===== config.mk =====
export PLATFORM = sky130hd
export DESIGN_NAME = proc512_sequencer
export DESIGN_NICKNAME = d
export VERILOG_FILES = /design/src/rtl/proc512_sequencer.sv
export SDC_FILE = /design/constraint.sdc
export NUM_CORES = 1
export LEC_CHECK = 0
export ABC_AREA = 1
export CAP_MARGIN = 20
export CORE_ASPECT_RATIO = 2
export CORE_MARGIN = 1
export CORE_UTILIZATION = 51
export DETAILED_ROUTE_END_ITERATION = 10
export PLACE_DENSITY = 0.8
export REMOVE_ABC_BUFFERS = 1
export SLEW_MARGIN = 20
export SYNTH_ARGS = -nofsm -noshare
export SYNTH_HDL_FRONTEND = slang
export SYNTH_SLANG_ARGS = --single-unit

===== constraint.sdc =====
create_clock -name clk -period 1.8 [get_ports clk]
set_input_delay 0.27 -clock clk [delete_from_list [all_inputs] [get_ports clk]]
set_output_delay 0.27 -clock clk [all_outputs]
set_load 0.05 [all_outputs]

===== src/rtl/proc512_sequencer.sv =====
// Command sequencer for the 512-bit processor datapath: turns LOAD/STORE/ADD/MUL
// commands into correctly timed register-file, memory and ALU control strobes.
module proc512_sequencer #(
    parameter int unsigned MEM_LAT = 1,
    parameter int unsigned REG_LAT = 1,
    parameter int unsigned CNT_W   = 16
) (
    input  logic             clk,
    input  logic             reset,
    input  logic             cmd_valid,
    output logic             cmd_ready,
    input  logic [1:0]       cmd_op,
    input  logic [1:0]       cmd_reg,
    input  logic [8:0]       cmd_addr,
    output logic [1:0]       reg_select,
    output logic [8:0]       mem_address,
    output logic             mem_to_reg_enable,
    output logic             mem_to_reg,
    output logic             ALU_Control,
    output logic             control,
    output logic             busy,
    output logic             done,
    output logic             err,
    output logic [CNT_W-1:0] op_count
);

    typedef enum logic [2:0] {
        IDLE,
        LD_WAIT,
        LD_WR,
        ALU_SETTLE,
        ALU_WR,
        ST_WR,
        FIN
    } state_t;

    localparam logic [1:0] OP_LOAD  = 2'd0;
    localparam logic [1:0] OP_STORE = 2'd1;
    localparam logic [1:0] OP_MUL   = 2'd3;
    localparam logic [8:0] ADDR_MAX = 9'd496;
    // Wait counters count down to zero, so a latency of N holds the state N cycles.
    localparam logic [7:0] MEM_WAIT = 8'(MEM_LAT - 1);
    localparam logic [7:0] REG_WAIT = 8'(REG_LAT - 1);

    state_t           r_state;
    logic [7:0]       r_wait;
    logic [1:0]       r_reg_select;
    logic [8:0]       r_mem_address;
    logic             r_mem_en;
    logic             r_mem_to_reg;
    logic             r_alu_wr;
    logic             r_control;
    logic             r_busy;
    logic             r_done;
    logic             r_err;
    logic [CNT_W-1:0] r_op_count;

    logic             w_is_mem_op;
    logic             w_addr_bad;

    // A 16-word access starting above word 496 would run past word 511.
    assign w_is_mem_op = (cmd_op == OP_LOAD) || (cmd_op == OP_STORE);
    assign w_addr_bad  = w_is_mem_op && (cmd_addr > ADDR_MAX);

    always_ff @(posedge clk) begin
        if (reset) begin
            r_state       <= IDLE;
            r_wait        <= '0;
            r_reg_select  <= '0;
            r_mem_address <= '0;
            r_mem_en      <= 1'b0;
            r_mem_to_reg  <= 1'b0;
            r_alu_wr      <= 1'b0;
            r_control     <= 1'b0;
            r_busy        <= 1'b0;
            r_done        <= 1'b0;
            r_err         <= 1'b0;
            r_op_count    <= '0;
        end else begin
            r_mem_en     <= 1'b0;
            r_mem_to_reg <= 1'b0;
            r_alu_wr     <= 1'b0;
            r_done       <= 1'b0;
            r_err        <= 1'b0;
            case (r_state)
                IDLE: begin
                    if (cmd_valid) begin
                        r_busy <= 1'b1;
                        if (w_addr_bad) begin
                            r_state <= FIN;
                            r_done  <= 1'b1;
                            r_err   <= 1'b1;
                        end else if (cmd_op == OP_LOAD) begin
                            r_mem_address <= cmd_addr;
                            r_reg_select  <= cmd_reg;
                            r_wait        <= MEM_WAIT;
                            r_state       <= LD_WAIT;
                        end else if (cmd_op == OP_STORE) begin
                            r_mem_address <= cmd_addr;
                            r_reg_select  <= cmd_reg;
                            r_mem_en      <= 1'b1;
                            r_state       <= ST_WR;
                        end else begin
                            r_control <= (cmd_op == OP_MUL);
                            r_wait    <= REG_WAIT;
                            r_state   <= ALU_SETTLE;
                        end
                    end
                end
                LD_WAIT: begin
                    if (r_wait == '0) begin
                        r_mem_en     <= 1'b1;
                        r_mem_to_reg <= 1'b1;
                        r_state      <= LD_WR;
                    end else begin
                        r_wait <= r_wait - 8'd1;
                    end
                end
                ALU_SETTLE: begin
                    if (r_wait == '0) begin
                        r_alu_wr <= 1'b1;
                        r_state  <= ALU_WR;
                    end else begin
                        r_wait <= r_wait - 8'd1;
                    end
                end
                LD_WR, ST_WR, ALU_WR: begin
                    r_done     <= 1'b1;
                    r_op_count <= r_op_count + CNT_W'(1);
                    r_state    <= FIN;
                end
                FIN: begin
                    r_busy  <= 1'b0;
                    r_state <= IDLE;
                end
                default: r_state <= IDLE;
            endcase
        end
    end

    assign cmd_ready         = (r_state == IDLE);
    assign reg_select        = r_reg_select;
    assign mem_address       = r_mem_address;
    assign mem_to_reg_enable = r_mem_en;
    assign mem_to_reg        = r_mem_to_reg;
    assign ALU_Control       = r_alu_wr;
    assign control           = r_control;
    assign busy              = r_busy;
    assign done              = r_done;
    assign err               = r_err;
    assign op_count          = r_op_count;

endmodule


==> results of run 1 <==
-- final timing paths --
check,startpoint,endpoint,depth (start not counted)
worst min-delay path,mem_address[4],mem_address[4],2
worst max register to register,r_wait[1],r_wait[6],9
worst min register to register,mem_address[4],mem_address[4],2
worst max-delay path,op_count[4],op_count[4],1
-- metal layers --
layer / track usage [%] / wire, um
met1: 22.66 / 2038
met2: 52.10 / 3334
met3: 4.475 / 192
met4: 11.75 / 199
met5: 0 / 0
-- cell usage in the layout, fill, tap and decap left out, types with 2 or more instances in the layout --
master           count
nor3_1               5
clkbuf_8             6
nand3_2              2
a21oi_1             24
nand2_1             91
nor2_1              42
clkdlybuf4s50_1     35
nand2_2             11
a21oi_2             10
o21bai_1             3
buf_4               19
nand4_1              7
nand3_4              2
dlymetal6s2s_1       4
dfxtp_1             45
nor2_2               2
inv_1               27
xor2_1               2
o21ai_0             14
nand3_1             17
buf_12               2
xnor2_1              3
inv_2                6
nand2_4              4
ha_1                 3
-- cells by family after synthesis --
| kind of cell | Yosys count |
|---|---|
| AND/OR/NAND/NOR | 187 |
| adder cells (fa/ha/maj) | 3 |
| buffers and inverters | 44 |
| XOR/XNOR | 5 |
| AO/OA/AOI/OAI | 54 |
| flip-flops | 45 |
-- power by group --
group	total [uW]	internal [uW]	switching (uW)	leakage, uW
Clock	775	452	323	0.0000585
Combinational	2270	773	1500	0.000869
Sequential	1340	1170	170	0.000366
-- through the flow --
step,total power (uW),instance area (sq um),hold slack [ns]
after floorplan,2928,2342,0.3324
after global placement,3563,2984,0.4568
after detailed placement,3600,2984,0.4626
after CTS,4390,3100,0.4775
after global routing,4683,3110,0.5028
final,4382,3110,0.4810
-- layout make-up --
class	count	area, sq um
clock buffers	7	86.33
inverters	36	138.9
multi-input cells	249	1303
well taps	55	68.82
repair buffers	60	583.1
clock inverters	1	30.03
flip-flops and latches	45	900.9
fillers	387	1444
-- repair_timing --
item,CTS,global route
endpoints found under the setup margin,0,4
buffers inserted,0,0
resized for setup,0,4
==> metrics, run 1 <==
Final Non-Filler Cells=453; buffer and inverter count on the worst path=1; All-Layer GR Usage=25.69%; Die Span Y=98.96 um; GRT Residual Overflow=0; Skew-Pair Late Insertion Delay=0.30 ns; htree depth=2; type of the worst setup path=reg2out; Sink Count=45; setup TNS=0 ns; Synth Area in Compound Gates=13.99%; Seq/Total Area, Yosys=37.58%; CTS buffer count=5; Cell Area, Synth=2397 sq um; I/O Buffers=50; Final nets=416; CTS tree=done; CP delay by family, top=buffers and inverters; Worst Hold Class=reg2reg; share of cells above drive strength 1=18.09%; Synth cell types=34; status=completed; max reg flops=16; WL/cell=12.72 um; Fmax achieved=567.3 MHz; Post-synth EDFFs=0; combinational family with the most area after synthesis=simple AND/OR/NAND/NOR gates; Core Rows=35; Worst Max-Slew Pin Slew=0.5101 ns; Final Hold Viols=0; hold_buf cts=0; CP peak stage delay=0.82 ns; Final Worst Setup Slack=0.03728 ns; Placed Instances=445; CP Data Required Time=1.53 ns; Ys Warns=0; slowest stage cell, crit path=clkdlybuf4s50_1; share of synthesized registers carrying an async set or reset=0%; # IOs=51; n_diodes=0; full die area=4996 sq um; vias per std cell=5.245; Pwr Density=1409 nW/um^2; Peak VDD IR=0.9133 mV; Layout area overhead=29.75%; Final Setup Violations=0; GPL Wtd Cong=0.8670; via count=2376; Tcrit/Tclk final=97.93%; Worst Setup End Kind=output pin; final max-slew violation count=0; Cells after Synth=338; Max-Cap Viols=0; clk_skew=0.01066 ns; clk buf depth=2; first-iteration detailed-routing DRC count=62; crit path cell chain=clkdlybuf4s50_1; Mean Syn Cell Area=7.093 sq um; initial antenna violation count=0; mux share of post-synthesis cell area=0%; R2R Setup Slk=0.20 ns; Startpoint Class=flip-flop; Final Critical Period=1.763 ns; top cell type's share of synthesized area=37.58%; flops & latches, synth=45; DP Worst Slack=0.01142 ns; Remaining DRCs=0; count leader, synth=nand2_1; wirelength, routed=5.763 mm; ys flop type=dfxtp_1; Clock transition at path regs=0.08 ns; first-pass GRT wire length=9.853 mm; number of global-route vias before repair=2329; CORE AREA=4554 sq um; clock root buffer=clkbuf_8; Post-Synth XOR/XNOR Area=1.827%; chip width=50.48 um; Post-Synth Adder-Cell Area=1.566%; final core utilization=68.30%; starting density of the core=52.64%; simple-gate area share of the yosys netlist=36.95%; top post-synthesis cells by area=dfxtp_1, nand2_1, nor2_1, a21oi_1, inv_1; post-route ant nets=0; most instantiated cells after synthesis=nand2_1, dfxtp_1, nor2_1, inv_1, a21oi_1; LEAKAGE=0.001293 uW; largest net degree at the start of global routing=22; CP Data Arrival Time=1.49 ns; critical path fanouts, max=4; Slew Limit Headroom=65.89%; RSZ-0062 raised after global routing=false; placed wire-length estimate=4.397 mm; DRT Pass-1 Iters=4; Synth area leader=dfxtp_1
(Power assumes the default switching activity.)
==> run 2, diff against run 1 <==
--- a/config.mk
+++ b/config.mk
@@ -8,10 +8,9 @@
 export ABC_AREA = 1
 export CAP_MARGIN = 20
 export CORE_ASPECT_RATIO = 2
-export CORE_MARGIN = 1
-export CORE_UTILIZATION = 51
+export CORE_MARGIN = 2
+export CORE_UTILIZATION = 35
 export DETAILED_ROUTE_END_ITERATION = 10
-export PLACE_DENSITY = 0.8
 export REMOVE_ABC_BUFFERS = 1
 export SLEW_MARGIN = 20
 export SYNTH_ARGS = -nofsm -noshare
==> run 2 against run 1 <==
  * Cell count rose by 8.2%
  * Hold slack worse by 0.0096 ns
  * Global-route usage fell by 8.9 points
  * Sequential share of layout area decreased by 0.56 points
  * Die area is 51% higher
  * Via count is 2.0% lower
  * Utilization fell by 20 points
  * Critical endpoint is now mem_address[5]
==> metrics, run 2 (synthesis gave the netlist of run 1 again) <==
DRT Pass-1 Iters=5; type of the worst setup path=reg2out; chip width=62.52 um; reg2reg start=r_state[2]; worst reg2reg path endpoint=r_wait[6]; CTS tree=done; CP Data Required Time=1.53 ns; Worst Hold Endpoint=reg_select[0]; first-pass GRT wire length=10.17 mm; commonest non-fill, non-tap cell in the layout=nand2_1; share of cells above drive strength 1=21.14%; CP peak stage delay=0.81 ns; clk_skew=0.005232 ns; first-iteration detailed-routing DRC count=88; crit path cell chain=clkdlybuf4s50_1; Sink Count=45; RSZ-0062 raised after global routing=false; WL/cell=12.54 um; hold path startpoint=reg_select[0]; power share of the combinational group=50.7%; R2R Setup Slk=0.26 ns; final core utilization=47.90%; largest net degree at the start of global routing=16; CORE AREA=6621 sq um; placed wire-length estimate=4.904 mm; Fmax achieved=587.9 MHz; Pwr Density=1422 nW/um^2; LEAKAGE=0.001269 uW; All-Layer GR Usage=16.81%; Slew Limit Headroom=65.31%; Clk network pwr share=19.5%; Skew-Pair Late Insertion Delay=0.28 ns; Worst Hold Class=reg2reg; number of global-route vias before repair=2301; hold_buf cts=0; buffer and inverter count on the worst path=1; CP delay by family, top=buffers and inverters; CP Data Arrival Time=1.43 ns; CTS resizes=0; P_int=2467 uW; Sequential Power Share=29.8%; final max-slew violation count=0; CTS buffer count=5; GPL Wtd Cong=0.8931; Worst Max-Slew Pin Slew=0.5187 ns; Final Non-Filler Cells=490; Placed Instances=482; P_sw=2044 uW; full die area=7567 sq um; Worst Reg-to-Reg Cells=9; # IOs=51; Worst Setup End Kind=output pin; Remaining DRCs=0; status=completed; initial antenna violation count=0; slowest stage cell, crit path=clkdlybuf4s50_1; Die Span Y=121.0 um; Setup Fix Bufs, Post-CTS=0; vias per std cell=4.751; via count=2328; Core Rows=42; n_diodes=0; switch share=45.31%; Clock transition at path regs=0.06 ns; htree depth=2; Layout area overhead=32.31%; critical path fanouts, max=2; setup TNS=0 ns; Startpoint Class=flip-flop; post-route ant nets=0; Final Hold Viols=0; clock root buffer=clkbuf_16; wirelength, routed=6.146 mm; Final nets=420; Peak VDD IR=0.8887 mV; Max-Cap Viols=0; GRT Residual Overflow=0; Final Setup Violations=0; Final Critical Period=1.701 ns; Tcrit/Tclk final=94.50%; starting density of the core=36.21%; Min-Delay Path Depth=2; most frequent cells in the layout=nand2_1, dfxtp_1, nor2_1; max reg flops=16; I/O Buffers=50; clk buf depth=2
==> run 2: power groups by stage <==
stage | registers [uW] | logic (uW) | clock network, uW
after floorplan | 1610 | 1320 | 0
after global placement | 1360 | 2290 | 0
after detailed placement | 1360 | 2300 | 0
after CTS | 1340 | 2310 | 907
after global routing | 1360 | 2530 | 942
final | 1340 | 2290 | 881
==> run 2: area by class of cell <==
| class | instances | area [sq um] |
|---|---|---|
| Tap cell | 88 | 110.1 |
| Inverter | 36 | 138.9 |
| Clock buffer | 6 | 128.9 |
| Sequential cell | 45 | 900.9 |
| Clock inverter | 2 | 10.01 |
| Fill cell | 726 | 3450 |
| Timing Repair Buffer | 64 | 580.6 |
| Multi-Input combinational cell | 249 | 1303 |
==> run 2: how the worst max path moves through the flow <==
stage | startpoint | endpoint | slack (ns) | depth (start not counted)
detailed placement | cmd_addr[6] | mem_address[7] | 0.02 | 8
finish | mem_address[5] | mem_address[5] | 0.1 | 1
global placement | cmd_addr[6] | mem_address[5] | 0.05 | 8
CTS | mem_address[5] | mem_address[5] | 0.08 | 1
floorplan | op_count[1] | op_count[8] | 0.19 | 7
global route | mem_address[5] | mem_address[5] | 0.04 | 1
==> run 2: stage by stage <==
step / setup slack, ns / power (uW) / cell area [sq um] / hold slack, ns
2_1_floorplan: 0.1922 / 2928 / 2342 / 0.3324
3_3_place_gp: 0.05172 / 3649 / 3033 / 0.4554
3_5_place_dp: 0.02349 / 3658 / 3033 / 0.4654
4_1_cts: 0.08421 / 4553 / 3172 / 0.4771
5_1_grt: 0.04238 / 4833 / 3172 / 0.4881
6_report: 0.09909 / 4511 / 3172 / 0.4714
==> run 2: routing by layer <==
metal  GRT usage [%]  wire length (um)  up-vias
li1                -                 -     1203
met1           15.66              2217     1062
met2           34.48              3583       49
met3           1.763               167       14
met4           8.750               177        0
met5               0                 0        -
